===== src/rtl/s38584_g283_pkg.sv =====
// Shared definitions for the g283 scheduler: cone-input bit map and the request record
// carried through the first pipeline stage.
package s38584_g283_pkg;

  localparam int VEC_W = 25;

  localparam int G35  = 0;
  localparam int G287 = 1;
  localparam int G278 = 2;
  localparam int G691 = 3;
  localparam int G255 = 4;
  localparam int G232 = 5;
  localparam int G225 = 6;
  localparam int G269 = 7;
  localparam int G239 = 8;
  localparam int G246 = 9;
  localparam int G262 = 10;
  localparam int G655 = 11;
  localparam int G753 = 12;
  localparam int G718 = 13;
  localparam int G554 = 14;
  localparam int G807 = 15;
  localparam int G482 = 16;
  localparam int G528 = 17;
  localparam int G490 = 18;
  localparam int G499 = 19;
  localparam int G518 = 20;
  localparam int G376 = 21;
  localparam int G370 = 22;
  localparam int G358 = 23;
  localparam int G385 = 24;

  typedef struct packed {
    logic             src;
    logic [VEC_W-1:0] vec;
    logic             load;
    logic             load_val;
  } req_t;

endpackage


===== src/rtl/s38584_g283_cone.sv =====
// Next-state cone of g283: f(vec, s). Purely combinational.
module s38584_g283_cone
  import s38584_g283_pkg::*;
(
  input  logic [VEC_W-1:0] vec,
  input  logic             s,
  output logic             f
);

  logic t0, t1, t2, t3, k, p, q, x;

  always_comb begin
    t0 = ~vec[G655] & ~vec[G753] & ~vec[G718];
    t1 = vec[G482] | vec[G528] | vec[G490] | vec[G499] | vec[G518];
    t2 = ~(vec[G376] & ~vec[G370] & vec[G358] & vec[G385]);
    t3 = ~(vec[G655] & vec[G753] & vec[G718] & (~vec[G554] | ~vec[G807]));
    k  = ~(t0 | t1 | t2 | t3);
    p  = vec[G255] | ~vec[G232] | ~vec[G225]
       | ~(~vec[G269] & vec[G239] & vec[G246] & ~vec[G262]);
    q  = ~(vec[G255] & ~vec[G232] & ~vec[G225] & vec[G269]
         & ~vec[G239] & ~vec[G246] & vec[G262]);
    x  = k | ~vec[G691] | (vec[G278] ? p : q);
    // g35 low means the register simply holds.
    f  = vec[G35] ? (~x & (s ^ vec[G287])) : s;
  end

endmodule


===== src/rtl/s38584_g283_sched.sv =====
// g283 owner: arbitrates two requesters into a 2-stage pipeline, evaluates the cone
// against the live register in stage 2, supports scan-load and counts toggles.
module s38584_g283_sched
  import s38584_g283_pkg::*;
#(
  parameter int   CNT_W     = 16,
  parameter logic RST_STATE = 1'b0,
  parameter bit   FIXED_PRI = 1'b0
) (
  input  logic             CK,
  input  logic             RST,
  input  logic             req0_valid,
  output logic             req0_ready,
  input  logic [VEC_W-1:0] req0_vec,
  input  logic             req1_valid,
  output logic             req1_ready,
  input  logic [VEC_W-1:0] req1_vec,
  input  logic             req1_load,
  input  logic             req1_load_val,
  output logic             resp_valid,
  input  logic             resp_ready,
  output logic             resp_src,
  output logic             resp_q,
  output logic             state_q,
  output logic [CNT_W-1:0] tgl_cnt,
  output logic             busy
);

  // Handshake: a transfer happens on an edge where valid and ready are both high;
  // ready is combinational from the same-cycle valids and pipeline occupancy.

  req_t             s1_req, in_req;
  logic             s1_valid, s2_valid, s2_src, s2_q;
  logic             g283, rr_ptr;
  logic [CNT_W-1:0] cnt;
  logic             stall, s2_take, grant_en, pick1, gnt0, gnt1;
  logic             cone_out, next_s;

  // A stalled stage 2 freezes everything upstream, so grants are withheld too.
  assign stall    = s2_valid & ~resp_ready;
  assign s2_take  = s1_valid & ~stall;
  assign grant_en = ~RST & ~stall;

  always_comb begin
    pick1 = req1_valid;
    if (req0_valid & req1_valid) pick1 = FIXED_PRI ? 1'b1 : rr_ptr;
  end

  assign gnt0 = grant_en & req0_valid & ~pick1;
  assign gnt1 = grant_en & req1_valid & pick1;

  always_comb begin
    in_req          = '0;
    in_req.src      = pick1;
    in_req.vec      = pick1 ? req1_vec : req0_vec;
    in_req.load     = pick1 & req1_load;
    in_req.load_val = pick1 & req1_load_val;
  end

  s38584_g283_cone u_cone (
    .vec (s1_req.vec),
    .s   (g283),
    .f   (cone_out)
  );

  assign next_s = s1_req.load ? s1_req.load_val : cone_out;

  always_ff @(posedge CK) begin
    if (RST) begin
      s1_valid <= 1'b0;
      s1_req   <= '0;
      s2_valid <= 1'b0;
      s2_src   <= 1'b0;
      s2_q     <= 1'b0;
      g283     <= RST_STATE;
      rr_ptr   <= 1'b0;
      cnt      <= '0;
    end else begin
      if (gnt0 | gnt1) begin
        s1_valid <= 1'b1;
        s1_req   <= in_req;
      end else if (s2_take) begin
        s1_valid <= 1'b0;
      end

      if (s2_take) begin
        s2_valid <= 1'b1;
        s2_src   <= s1_req.src;
        s2_q     <= next_s;
        g283     <= next_s;
        if ((next_s != g283) && (cnt != '1)) cnt <= cnt + CNT_W'(1);
      end else if (resp_ready) begin
        s2_valid <= 1'b0;
      end

      // Favour the loser of a contested grant next time.
      if (req0_valid & req1_valid & (gnt0 | gnt1)) rr_ptr <= ~pick1;
    end
  end

  assign req0_ready = gnt0;
  assign req1_ready = gnt1;
  assign resp_valid = s2_valid;
  assign resp_src   = s2_src;
  assign resp_q     = s2_q;
  assign state_q    = g283;
  assign tgl_cnt    = cnt;
  assign busy       = s1_valid | s2_valid;

endmodule


===== config.mk =====
export PLATFORM = sky130hd
export DESIGN_NAME = s38584_g283_sched
export DESIGN_NICKNAME = d
export VERILOG_FILES = /design/src/rtl/s38584_g283_pkg.sv /design/src/rtl/s38584_g283_cone.sv /design/src/rtl/s38584_g283_sched.sv
export SDC_FILE = /design/constraint.sdc
export NUM_CORES = 1
export LEC_CHECK = 0
export BUFFER_PORTS_ARGS = -buffer_cell sky130_fd_sc_hd__buf_2
export CAP_MARGIN = 20
export CORE_ASPECT_RATIO = 1.4
export CORE_MARGIN = 2
export CORE_UTILIZATION = 48
export CTS_BUF_LIST = sky130_fd_sc_hd__clkbuf_4 sky130_fd_sc_hd__clkbuf_8
export CTS_CLUSTER_DIAMETER = 30
export DETAILED_ROUTE_END_ITERATION = 6
export PLACE_DENSITY = 0.74
export SYNTH_ARGS = -nofsm -noshare
export SYNTH_HDL_FRONTEND = slang
export SYNTH_SLANG_ARGS = --single-unit

===== constraint.sdc =====
create_clock -name CK -period 2 [get_ports CK]
set_clock_uncertainty 0.2 [all_clocks]
set_input_delay 0.3 -clock CK [delete_from_list [all_inputs] [get_ports CK]]
set_output_delay 0.3 -clock CK [all_outputs]
set_load 0.02 [all_outputs]

==> results, run 1 <==
- The routability-driven placement congestion ratio is around 0.89.
- The design draws just over 0.002 W.
- The largest buffer count on any clock path is 2.
- The routed length per placed instance is ~14 µm.
- Along the worst path, the maximum fanout reaches 3.
- Summed over all layers, the global routing overflow is 0.
- The worst setup path is launched from a flip-flop.
- The cell accounting for the most synthesized area is sky130_fd_sc_hd__dfxtp_1.
- Compared with the post-synthesis result, the final layout area differs by 39.9%.
- The worst-case hold slack is about 54 ps.
- The number of global-route vias before repair is approximately 2400.
- After synthesis, the mean cell area works out to ~9.0 µm².
- The most used flip-flop cell after synthesis is sky130_fd_sc_hd__dfxtp_1.
- The share of the Yosys chip area taken by registers is about 36%.
- The finished cells cover between 3000 and 4000 µm².
- The final critical path time including I/O delays and setup is between 2000 and 2500 ps.
- Across every metal layer, demand over resource in global routing totals 21.7%.
- The critical path class is reg -> reg.
- After layout, the worst setup slack is -271 ps.
- The routed design has between 6000 and 7000 µm of wire.
- The total inserted antenna cells is 0.
- The worst path uses 114% of the clock period.
- Using the TritonRoute via totals, the vias-per-cell ratio works out to approximately 5.3.
- After synthesis, the largest area contributor takes up between 30% and 40% of total cell area.
- The pin count of the biggest net entering global routing is 51.
- Yosys mapped a number of flops with a built-in enable equal to 0.
- The tightest slew margin relative to the limit is between 60% and 70%.
- The count of unresolved DRC violations after routing is 0.
- The number of failing setup endpoints in the final timing report is 16.
- The number of CTS-inserted buffers is 5.
- The clock-pin slew reported for the worst setup and hold paths after clock tree synthesis is approximately 100 ps.
- In this run the tool buffered the top-level ports with 79 buffer cells.
- The worst hold path belongs to the class in -> reg.
- The level count of the clock H-tree is 2.
- The power density over the cells is between 500 and 600 nW/µm².
- In this run the standard cell core region covers approximately 5500 µm².
- Max-cap violations in this run came to 0.
- In the post-synthesis netlist, the cell with the most instances is sky130_fd_sc_hd__nor2_1.
- 80 I/O pins were placed.
- The leakage dissipation is 1.88 nW.
- The initial antenna violation count is 0.
- TritonCTS built the clock tree.
- Measured along the x axis, the die boundary spans a little under 70 µm.
- The number of failing hold endpoints at the final stage was 0.
- Yosys mapped the design onto slightly below 50 distinct sky130hd cell types.
- Global routing consumed, on the met3 layer, under 10% of the routing resources.
- The later pin in the worst-skew pair is clocked with a latency of about 310 ps.
- CTS saw 49 sinks.
- The number of slew-limit violations in the final report is 0.
- The fmax is 440 MHz.
- The register-to-register setup slack is -270 ps.
- The instance area after placement is ~3600 µm².
- By area the synthesized netlist is led by sky130_fd_sc_hd__dfxtp_1 36%, sky130_fd_sc_hd__mux2i_1 12%, sky130_fd_sc_hd__nor2_1 7.6%.
- The vertical extent of the die is around 93 µm.
- The layout has 442 filler cells.
- The instance count of the mapped netlist is 300.
- The run finished, with violations left.
- The post-route antenna net violation count is 0.
- Data on the critical path is required at its endpoint by around 2000 ps.
- In the global route stage, met2 resource usage came out at about two fifths.
- The final reports fail on negative setup slack.
- The synthesized design contains 49 register bits.
- Data arrives at the worst endpoint at roughly 2300 ps.
- The transition time at the pin with the least slew margin is roughly 450 ps.
- The worst setup path is captured at a flip-flop.
- Setup repair after global routing could not meet its margin everywhere.
- The sum of negative setup slack is -2570 ps.
- The initialized floorplan defines 32 standard-cell rows.
- The detailed-placement wirelength estimate is slightly below 5000 µm.
- In this run the most used layer during global routing was met2.
- The async set-reset flop share out of synthesis is 0%.
- The floorplan step defined a die boundary enclosing 6250 µm².
- The first global-routing pass estimated roughly 10000 µm of wire.
- The netlist area before placement is ~2700 µm².
- The global-route met1 utilization is approximately a quarter.
- The count of hold buffers inserted by post-cts repair is 0.
- Ranked by instance count, the synthesized netlist is headed by 55 x sky130_fd_sc_hd__nor2_1, 49 x sky130_fd_sc_hd__dfxtp_1, 32 x sky130_fd_sc_hd__mux2i_1, 26 x sky130_fd_sc_hd__a211oi_1, 15 x sky130_fd_sc_hd__nor2b_1.
- The worst supply voltage drop on vdd is ~0.41 mV.
- The starting density of the core is around 49%.
- When the netlist entered floorplanning its net count stood at about 360.
- The number of warnings printed during yosys synthesis is 0.
- For this run, the detailed router's first-pass iteration total came to 4.
- The library cell used as clock root buffer is sky130_fd_sc_hd__clkbuf_8.
- The net count of the finished layout is around 480.
- The post-route netlist has between 40 and 50% of its cells at a drive strength greater than 1.
- Cells fill 68.9% of the core in the end.
- In this run, the number of DRC markers left after iteration 0 of detailed routing was 121.
- The routed layout has about 2600 vias.
[routing by layer]
metal / routed length [µm] / part of all wire [%]
met1: 2670 / 40
met2: 3610 / 54
met3: 238 / 3.5
met4: 199 / 3.0
met5: 0 / 0
[kinds of logic after synthesis]
| family | synth area share [%] |
|---|---|
| AND/OR/NAND/NOR | 25.2 |
| AO/OA/AOI/OAI | 16.6 |
| flip-flops | 36.3 |
| multiplexers | 17.7 |
| buffers and inverters | 3.38 |
| XOR/XNOR | 0.324 |
| adder cells (fa/ha/maj) | 0.463 |
[placed cells by master (no fill, tap or decap), types with 8 or more instances in the layout]
cell type                  synthesis  final
sky130_fd_sc_hd__buf_2             4     79
sky130_fd_sc_hd__nor2_1           55     54
sky130_fd_sc_hd__buf_4             1     48
sky130_fd_sc_hd__dfxtp_1          49     36
sky130_fd_sc_hd__mux2i_1          32     32
sky130_fd_sc_hd__a211oi_1         26     26
sky130_fd_sc_hd__nor2b_1          15     14
sky130_fd_sc_hd__nand2_1          11     10
sky130_fd_sc_hd__dfxtp_2           0     10
sky130_fd_sc_hd__mux2_4            0      8
[area by class of cell]
class / count / area (µm²) / area share (%)
Multi-Input combinational cell: 229 / 1770 / 47.0
Sequential cell: 49 / 1000 / 26.6
Timing Repair Buffer: 130 / 807 / 21.4
Tap cell: 68 / 85.1 / 2.25
Clock buffer: 5 / 68.8 / 1.82
Clock inverter: 3 / 23.8 / 0.629
Inverter: 4 / 15.0 / 0.397
[critical path, cell delays in order, from the launching register on]
cell                      delay [ps]
sky130_fd_sc_hd__dfxtp_2         330
sky130_fd_sc_hd__and4_4          190
sky130_fd_sc_hd__and4_4          210
sky130_fd_sc_hd__a21o_1          170
sky130_fd_sc_hd__or4_4           480
sky130_fd_sc_hd__mux2i_1         220
sky130_fd_sc_hd__mux2_1          370
[path summary, 6_finish.rpt]
check,start,end,cells past startpoint
setup / recovery,tgl_cnt[2],tgl_cnt[7],6
hold / removal,req1_load,s1_req[1],3
setup reg to reg,tgl_cnt[2],tgl_cnt[7],6
hold reg to reg,resp_src,resp_src,2
[sequential cells by signal, summed over array words and instances, names as in the netlist]
signal / flops
resp_src: 1
resp_valid: 1
rr_ptr: 1
s1_req: 28
s1_valid: 1
state_q: 1
tgl_cnt: 16
[power by group]
part           total [W]  internal [W]  switching [W]
sequential       0.00106       0.00103      0.0000380
combinational   0.000371      0.000188       0.000183
clock           0.000624      0.000257       0.000367
total            0.00206       0.00147       0.000588
[through the flow]
stage / std cells / setup WS [ps]
global route: 488 / -295
finish: 488 / -271
CTS: 487 / -197
global placement: 476 / -264
detailed placement: 476 / -263
floorplan: 300 / -161
[repair_timing]
item                       in CTS  in global routing
setup endpoints to repair      16                 17
setup buffers                   7                  2
pin swaps                      15                  7
resized for setup              15                 10
Note: power is estimated with default switching activity, not from simulation.
==> inputs of run 2 (changes only) <==
--- a/config.mk
+++ b/config.mk
@@ -5,6 +5,7 @@
 export SDC_FILE = /design/constraint.sdc
 export NUM_CORES = 1
 export LEC_CHECK = 0
+export ABC_AREA = 1
 export BUFFER_PORTS_ARGS = -buffer_cell sky130_fd_sc_hd__buf_2
 export CAP_MARGIN = 20
 export CORE_ASPECT_RATIO = 1.4
==> run 2 against run 1 <==
The flow now finishes without violations. First-iteration DRC count up 13%. Worst hold slack worse by 26 ps. Via count is 4.7% higher. Fmax increased by 17%. Power grew 1.1%.
==> results, run 2 <==
- The kind of end point of the critical path is a flip-flop (unchanged).
- The number of flip-flops in the largest register is 28 (unchanged).
- The register bit total from synthesis is 49 (unchanged).
- The primary flip-flop cell chosen by synthesis mapping is sky130_fd_sc_hd__dfxtp_1 (unchanged).
- Most frequent cells after synthesis: 111 x sky130_fd_sc_hd__nand2_1, 49 x sky130_fd_sc_hd__dfxtp_1, 33 x sky130_fd_sc_hd__nor2_1, 31 x sky130_fd_sc_hd__inv_1, 25 x sky130_fd_sc_hd__a31oi_1 (was 55 x sky130_fd_sc_hd__nor2_1, 49 x sky130_fd_sc_hd__dfxtp_1, 32 x sky130_fd_sc_hd__mux2i_1, 26 x sky130_fd_sc_hd__a211oi_1, 15 x sky130_fd_sc_hd__nor2b_1).
- The number of placement rows came to 31 (was 32).
- The number of CTS-inserted buffers is 5 (unchanged).
- The net count after synthesis is 440 (was 358).
- The aggregate routed wire length is 6500 µm (was 6720 µm).
- The largest buffer count on any clock path is 2 (unchanged).
- The leakage dissipation was 1.47 nW (was 1.88 nW).
- The endpoint arrival time on the critical path was 1990 ps (was 2270 ps).
- The number of enable-type register cells in the synthesized netlist is 0 (unchanged).
- The routed length per placed instance is 12.2 µm (was 13.8 µm).
- The async set-reset flop share out of synthesis is 0% (unchanged).
- The final critical path time including I/O delays and setup was 1950 ps (was 2270 ps).
- The initial antenna violation count is 0 (unchanged).
- The library cell appearing most often on the critical path is sky130_fd_sc_hd__nand3_1 (was sky130_fd_sc_hd__and4_4).
- The transition time at the pin with the least slew margin is 534 ps (was 450 ps).
- The pre-CTS setup slack is -85.2 ps (was -263 ps).
- The fmax is 513 MHz (was 440 MHz).
- The die footprint is 6110 µm² (was 6250 µm²).
- The worst-skew pair later-pin latency was 310 ps (about the same).
- The highest cell delay on the worst timing path is 460 ps (was 480 ps).
- The area overhead of the layout relative to synthesis was 25.1% (was 39.9%).
- The startpoint type of the worst setup path was a flip-flop (unchanged).
- The pin count of the biggest net entering global routing was 51 (unchanged).
- The placeable core area is 5240 µm² (was 5490 µm²).
- The master of the slowest instance on the critical path was sky130_fd_sc_hd__dfxtp_1 (was sky130_fd_sc_hd__or4_4).
- The library cell used as clock root buffer is sky130_fd_sc_hd__clkbuf_8 (unchanged).
- The number of failing hold endpoints at the final stage is 0 (unchanged).
- The top cell type's share of synthesized area came to 37.2% (was 36.3%).
- The count of unique library cells instantiated by Yosys is 30 (was 49).
- The register name with the most flops is s1_req (unchanged).
- The net count of the finished layout is 524 (was 477).
- The number of slew-limit violations in the final report was 0 (unchanged).
- Cell breakdown of the critical path: nand3_1 > nor2_4 > nand4_1 > nor2_1 > nand3_1 > nand2_2 > inv_6 > nand3_4 > nand2_1 > a21oi_1 (was and4_4 > and4_4 > a21o_1 > or4_4 > mux2i_1 > mux2_1).
- The most frequent cell after synthesis is sky130_fd_sc_hd__nand2_1 (was sky130_fd_sc_hd__nor2_1).
- The cell count of the worst hold path was 3 (unchanged).
- The cell accounting for the most synthesized area is sky130_fd_sc_hd__dfxtp_1 (unchanged).
- The routability-driven placement congestion ratio is 0.865 (was 0.891).
- The fraction of final layout cells sized beyond drive strength 1 came to 29.3% (was 44.8%).
- The detailed-placement wirelength estimate is 4540 µm (was 4850 µm).
- The max-capacitance violation count was 0 (unchanged).
- The highest fanout seen on the critical path is 17 (was 3).
- The mean instance size in the synthesized netlist is 6.90 µm² (was 9.00 µm²).
- The power density over the cells is 631 nW/µm² (was 545 nW/µm²).
- The sum of negative setup slack is 0 ps (was -2570 ps).
- The clock sink count is 49 (unchanged).
- The first-pass GRT wire length came to 10600 µm (was 10500 µm).
- Run status: completed (was complete, but fails checks).
- The number of global-route vias before repair came to 2484 (was 2414).
- The total inserted antenna cells is 0 (unchanged).
- The width of the die is 66.7 µm (was 67.4 µm).
- Most frequent cells in the layout: 110 x sky130_fd_sc_hd__nand2_1, 79 x sky130_fd_sc_hd__buf_2, 46 x sky130_fd_sc_hd__dfxtp_1 (was 79 x sky130_fd_sc_hd__buf_2, 54 x sky130_fd_sc_hd__nor2_1, 48 x sky130_fd_sc_hd__buf_4).
- The level count of the clock H-tree was 2 (unchanged).
- The critical path class is reg -> reg (unchanged).
- The total buffers and inverters traversed by the critical path is 1 (was 0).
- The vertical extent of the die came to 91.7 µm (was 92.7 µm).
- The total routing usage reported by global routing is 21.8% (was 21.7%).
- The post-route antenna net violation count is 0 (unchanged).
- The class of the tightest hold or removal check was in -> reg (unchanged).
- The worst path required time is 2040 ps (was 2000 ps).
- The number of cells traversed by the worst register-to-register path is 10 (was 6).
- The netlist area before placement is 2640 µm² (was 2700 µm²).
- The instance count of the mapped netlist is 382 (was 300).
- Main area contributors after synthesis: sky130_fd_sc_hd__dfxtp_1 37%, sky130_fd_sc_hd__nand2_1 16%, sky130_fd_sc_hd__a31oi_1 5.9% (was sky130_fd_sc_hd__dfxtp_1 36%, sky130_fd_sc_hd__mux2i_1 12%, sky130_fd_sc_hd__nor2_1 7.6%).
- The most common library cell in the layout ignoring fill and taps is sky130_fd_sc_hd__nand2_1 (was sky130_fd_sc_hd__buf_2).
- The number of detailed-routing iterations run before antenna repair was 5 (was 4).
- The number of DRC markers after the initial detailed-route iteration came to 137 (was 121).
- The number of ports placed on the die boundary is 80 (unchanged).
- The cell depth of the worst setup path is 10 (was 6).
- The tightest slew margin relative to the limit is 64.1% (was 70.0%).
- The final period utilization is 97.4% (was 114%).
- The final worst-path setup slack came to 51.0 ps (was -271 ps).
- The clock tree from TritonCTS is done (unchanged).
- The starting density of the core is 50.4% (was 49.2%).
- The register area share after synthesis is 37.2% (was 36.3%).
- The number of port buffers came to 79 (unchanged).
- The count of unresolved DRC violations after routing was 0 (unchanged).
- The mean number of vias per cell is 5.12 (was 5.34).
- The number of failing setup endpoints in the final timing report is 0 (was 16).
- The clock-pin slew reported for the worst setup and hold paths after clock tree synthesis came to 100 ps (about the same).
- The worst supply voltage drop on vdd is 0.425 mV (was 0.411 mV).
- The overall via count from detail_route is 2730 (was 2608).
- The total congestion overflow after global routing is 0 (unchanged).
- The number of warnings printed during yosys synthesis was 0 (unchanged).
- The top cell family by delay on the critical path was simple AND/OR/NAND/NOR gates (unchanged).
[run 2: changes by cell type in the layout (fill, tap and decap cells not counted), moves of 20 or more]
cell                       change
sky130_fd_sc_hd__o21ai_0      +20
sky130_fd_sc_hd__nand2_1     +100
sky130_fd_sc_hd__mux2i_1      -32
sky130_fd_sc_hd__a31oi_1      +25
sky130_fd_sc_hd__a211oi_1     -26
sky130_fd_sc_hd__buf_4        -33
sky130_fd_sc_hd__nor2_1       -22
sky130_fd_sc_hd__inv_1        +27
[run 2: final cells by class]
| cell class | count | area, µm² |
|---|---|---|
| Tap cell | 66 | 82.6 |
| Multi-Input combinational cell | 279 | 1460 |
| Sequential cell | 49 | 987 |
| Fill cell | 496 | 1940 |
| Clock inverter | 3 | 26.3 |
| Timing Repair Buffer | 95 | 528 |
| Clock buffer | 5 | 68.8 |
| Inverter | 36 | 145 |
[run 2: kinds of logic (layout without fill, tap and decap cells)]
logic type      count (synthesis)  after routing  share of synthesized area, %
flops                          49             49                          37.2
buf+inv                        55            139                          9.58
compound gates                 75             75                          17.0
fa+ha+maj                       1              1                         0.474
xor+xnor                       13             13                          4.32
simple gates                  189            190                          31.5
[run 2: final timing paths]
path | start | endpoint | slack, ps
worst min register to register | s1_req[0] | s1_req[0] | 280
worst max-delay path | tgl_cnt[5] | tgl_cnt[2] | 50
worst max register to register | tgl_cnt[5] | tgl_cnt[2] | 50
worst min-delay path | req1_load | s1_req[1] | 30
[run 2: what timing repair did]
action	4_1_cts	5_1_grt
gates resized for setup	2	14
endpoints found under the setup margin	16	42
hold buffers	0	0
pin swaps	1	2
cloned	1	0
setup buffers	0	5
[run 2: routing by layer]
layer	GRT usage [%]	wire length [µm]
met1	24.7	2600
met2	38.6	3390
met3	5.77	410
met4	7.14	95
met5	0	0
[run 2: metrics by stage]
| step | power (W) | hold slack, ps | util, % | std cells | area (µm²) |
|---|---|---|---|---|---|
| floorplan | 0.00134 | 240 | - | 382 | 2640 |
| global placement | 0.00144 | 251 | 59.2 | 519 | 3100 |
| detailed placement | 0.00145 | 255 | 59.2 | 519 | 3100 |
| CTS | 0.00207 | 19.9 | 61.4 | 528 | 3210 |
| global route | 0.00219 | 20.7 | 63.0 | 533 | 3300 |
| finish | 0.00208 | 28.5 | 63.0 | 533 | 3300 |
[run 2: where the power goes]
group          switching [W]  internal, W  total (W)
registers          0.0000401      0.00104    0.00108
logic               0.000235     0.000152   0.000386
clock network       0.000365     0.000256   0.000620
total               0.000639      0.00144    0.00208
[run 2: tightest hold or removal path: stages]
cell,delay (ps)
sky130_fd_sc_hd__buf_2,90
sky130_fd_sc_hd__nand2_1,50
sky130_fd_sc_hd__a21oi_1,50
==> inputs of run 3 (changes only) <==
--- a/config.mk
+++ b/config.mk
@@ -12,9 +12,10 @@
 export CORE_MARGIN = 2
 export CORE_UTILIZATION = 48
 export CTS_BUF_LIST = sky130_fd_sc_hd__clkbuf_4 sky130_fd_sc_hd__clkbuf_8
-export CTS_CLUSTER_DIAMETER = 30
+export CTS_CLUSTER_DIAMETER = 100
 export DETAILED_ROUTE_END_ITERATION = 6
 export PLACE_DENSITY = 0.74
+export SETUP_SLACK_MARGIN = 0.5
 export SYNTH_ARGS = -nofsm -noshare
 export SYNTH_HDL_FRONTEND = slang
 export SYNTH_SLANG_ARGS = --single-unit
==> run 3 against run 2 <==
Cell count is 3.4% higher. Routed wire length rose by 22%. Die area is the same. Largest cell class unchanged. Sequential power about the same. Core utilization is 9.7 points higher. Power increased by 6.4%.
==> results, run 3 (same netlist as run 2, synthesis figures left out) <==
- Most frequent cells in the layout: 97 x sky130_fd_sc_hd__nand2_1, 76 x sky130_fd_sc_hd__buf_2, 29 x sky130_fd_sc_hd__inv_1 (was 110 x sky130_fd_sc_hd__nand2_1, 79 x sky130_fd_sc_hd__buf_2, 46 x sky130_fd_sc_hd__dfxtp_1).
- The clock sink count is 49 (unchanged).
- The clock tree from TritonCTS was done (unchanged).
- The number of CTS-inserted buffers is 5 (unchanged).
- The placeable core area is 5240 µm² (unchanged).
- The number of ports placed on the die boundary is 80 (unchanged).
- The critical path startpoint is state_q (was tgl_cnt[5]).
- The final non-filler cell area is 3810 µm² (was 3300 µm²).
- The count of unresolved DRC violations after routing was 0 (unchanged).
- The highest fanout seen on the critical path is 7 (was 17).
- The cell count of the worst hold path was 3 (unchanged).
- The net count of the finished layout is 542 (was 524).
- The pre-CTS setup slack is 168 ps (was -85.2 ps).
- The class of the tightest hold or removal check is in -> reg (unchanged).
- The final period utilization is 94.0% (was 97.4%).
- The sum of negative setup slack is 0 ps (unchanged).
- The final worst-path setup slack came to 120 ps (was 51.0 ps).
- The worst-skew pair later-pin latency is 300 ps (was 310 ps).
- The worst supply voltage drop on vdd came to 0.450 mV (was 0.425 mV).
- The total buffers and inverters traversed by the critical path is 1 (unchanged).
- The leakage dissipation is 1.68 nW (was 1.47 nW).
- The area overhead of the layout relative to synthesis came to 44.4% (was 25.1%).
- The number of placement rows is 31 (unchanged).
- The pin count of the biggest net entering global routing came to 28 (was 51).
- The endpoint arrival time on the critical path came to 1910 ps (was 1990 ps).
- The number of flip-flops in the largest register was 28 (unchanged).
- The count of hold buffers inserted by post-cts repair is 0 (unchanged).
- Setup repair after global routing could not meet its margin everywhere.
- The post-route antenna net violation count was 0 (unchanged).
- The level count of the clock H-tree is 2 (unchanged).
- The highest cell delay on the worst timing path came to 370 ps (was 460 ps).
- The number of slew-limit violations in the final report was 0 (unchanged).
- The max-capacitance violation count is 0 (unchanged).
- The number of cells traversed by the worst register-to-register path is 9 (was 10).
- The worst path required time is 2030 ps (was 2040 ps).
- The most common library cell in the layout ignoring fill and taps was sky130_fd_sc_hd__nand2_1 (unchanged).
- The width of the die is 66.7 µm (unchanged).
- The total congestion overflow after global routing is 0 (unchanged).
- The register-to-register setup slack came to 120 ps (was 50 ps).
- The routability-driven placement congestion ratio is 0.843 (was 0.865).
- The vertical extent of the die is 91.7 µm (unchanged).
- The mean number of vias per cell is 5.42 (was 5.12).
- The library cell used as clock root buffer was sky130_fd_sc_hd__clkbuf_8 (unchanged).
- The initial antenna violation count is 0 (unchanged).
- The number of port buffers was 79 (unchanged).
- The power density over the cells is 581 nW/µm² (was 631 nW/µm²).
- The starting density of the core is 50.4% (unchanged).
- The number of failing hold endpoints at the final stage came to 0 (unchanged).
- The kind of end point of the critical path is a flip-flop (unchanged).
- The detailed-placement wirelength estimate came to 4610 µm (was 4540 µm).
- The final critical path time including I/O delays and setup is 1880 ps (was 1950 ps).
- The aggregate routed wire length is 7950 µm (was 6500 µm).
- The startpoint of the most critical register-to-register path is state_q (was tgl_cnt[5]).
- The clock-pin slew reported for the worst setup and hold paths after clock tree synthesis was 90 ps (was 100 ps).
- The total routing usage reported by global routing is 24.9% (was 21.8%).
- The number of DRC markers after the initial detailed-route iteration came to 202 (was 137).
- The number of failing setup endpoints in the final timing report came to 0 (unchanged).
- The die footprint came to 6110 µm² (unchanged).
- The number of detailed-routing iterations run before antenna repair is 4 (was 5).
- The instance area after placement is 3170 µm² (was 3100 µm²).
- The number of global-route vias before repair is 2830 (was 2484).
- The end point of the worst hold path is s1_req[23] (was s1_req[1]).
- Cell breakdown of the critical path: inv_2 > nor2_1 > nor3_1 > nand2_4 > nand2_2 > nand2_4 > nand3_4 > nand2_2 > a21oi_2 (was nand3_1 > nor2_4 > nand4_1 > nor2_1 > nand3_1 > nand2_2 > inv_6 > nand3_4 > nand2_1 > a21oi_1).
- The master of the slowest instance on the critical path is sky130_fd_sc_hd__dfxtp_2 (was sky130_fd_sc_hd__dfxtp_1).
- The transition time at the pin with the least slew margin is 406 ps (was 534 ps).
- The fraction of final layout cells sized beyond drive strength 1 is 43.5% (was 29.3%).
- The tightest slew margin relative to the limit is 72.7% (was 64.1%).
- Run status: completed (unchanged).
- The critical path class is reg -> reg (unchanged).
- The fmax is 532 MHz (was 513 MHz).
- The start point of the worst hold path is req0_vec[21] (was req1_load).
- The overall via count from detail_route was 2988 (was 2730).
- The routed length per placed instance is 14.4 µm (was 12.2 µm).
- The capture instance of the worst register-to-register path is tgl_cnt[9] (was tgl_cnt[2]).
- The post-layout utilization of the core is 72.8% (was 63.0%).
- The startpoint type of the worst setup path was a flip-flop (unchanged).
- The top cell family by delay on the critical path is simple AND/OR/NAND/NOR gates (unchanged).
- The register name with the most flops is s1_req (unchanged).
- The total inserted antenna cells is 0 (unchanged).
- The first-pass GRT wire length came to 12000 µm (was 10600 µm).
- The largest buffer count on any clock path is 2 (unchanged).
## run 3: cell count changes in the layout (fill, tap and decap cells not counted), moves of 5 or more
| cell | change |
|---|---|
| sky130_fd_sc_hd__dfxtp_4 | +5 |
| sky130_fd_sc_hd__buf_6 | +11 |
| sky130_fd_sc_hd__inv_4 | +5 |
| sky130_fd_sc_hd__nand2_1 | -13 |
| sky130_fd_sc_hd__nand2_2 | +10 |
| sky130_fd_sc_hd__dfxtp_1 | -22 |
| sky130_fd_sc_hd__a21oi_1 | -5 |
| sky130_fd_sc_hd__o21ai_0 | -19 |
| sky130_fd_sc_hd__o21ai_1 | +17 |
| sky130_fd_sc_hd__a21oi_2 | +5 |
| sky130_fd_sc_hd__dfxtp_2 | +17 |
| sky130_fd_sc_hd__nor2_1 | -5 |
## run 3: stage by stage
| stage | hold slack (ps) | instances | total power [W] |
|---|---|---|---|
| finish | 33.5 | 551 | 0.00222 |
| global route | 40.0 | 551 | 0.00233 |
| global placement | 253 | 517 | 0.00146 |
| CTS | 35.8 | 543 | 0.00214 |
| detailed placement | 258 | 517 | 0.00147 |
| floorplan | 239 | 382 | 0.00137 |
## run 3: worst max path at each step
stage                   to  slack [ps]  cells after the start
2_1_floorplan  tgl_cnt[11]         270                     11
3_3_place_gp    tgl_cnt[8]         190                      6
3_5_place_dp    tgl_cnt[2]         170                     11
4_1_cts         tgl_cnt[0]         220                     13
5_1_grt        tgl_cnt[12]          20                     10
6_report        tgl_cnt[9]         120                      9
## run 3: cell type report
type                    instances  area, µm²
repair buffers                113        847
fillers                       419       1430
inverters                      36        150
well taps                      66       82.6
clock inverters                 3       16.3
multi-input cells             279       1620
flip-flops and latches         49       1030
clock buffers                   5       68.8
## run 3: layer usage
layer | track usage [%] | share of wire (%) | vias to the layer above | wire length [µm]
li1 | - | - | 1462 | -
met1 | 26.8 | 36 | 1360 | 2900
met2 | 45.3 | 54 | 136 | 4290
met3 | 4.42 | 5.7 | 30 | 454
met4 | 11.9 | 3.8 | 0 | 301
met5 | 0 | 0 | - | 0
## run 3: repair_timing
action,4_1_cts,5_1_grt
gates resized for setup,29,46
gates cloned,6,2
hold endpoints to repair,0,0
setup endpoints to repair,44,52
pin swaps,27,20
buffers inserted,12,6
## run 3: worst reg2reg max path, stage by stage (launching register included)
cell and delay [ps]:
sky130_fd_sc_hd__dfxtp_2 370, sky130_fd_sc_hd__inv_2 100, sky130_fd_sc_hd__nor2_1 50, sky130_fd_sc_hd__nor3_1 360
sky130_fd_sc_hd__nand2_4 110, sky130_fd_sc_hd__nand2_2 100, sky130_fd_sc_hd__nand2_4 110, sky130_fd_sc_hd__nand3_4 180
sky130_fd_sc_hd__nand2_2 70, sky130_fd_sc_hd__a21oi_2 150
## run 3: power breakdown
| part | leakage, nW | total [W] | switching [W] | internal [W] |
|---|---|---|---|---|
| sequential | 0.414 | 0.00108 | 0.0000452 | 0.00103 |
| combinational | 1.21 | 0.000561 | 0.000297 | 0.000263 |
| clock | 0.0482 | 0.000575 | 0.000332 | 0.000243 |
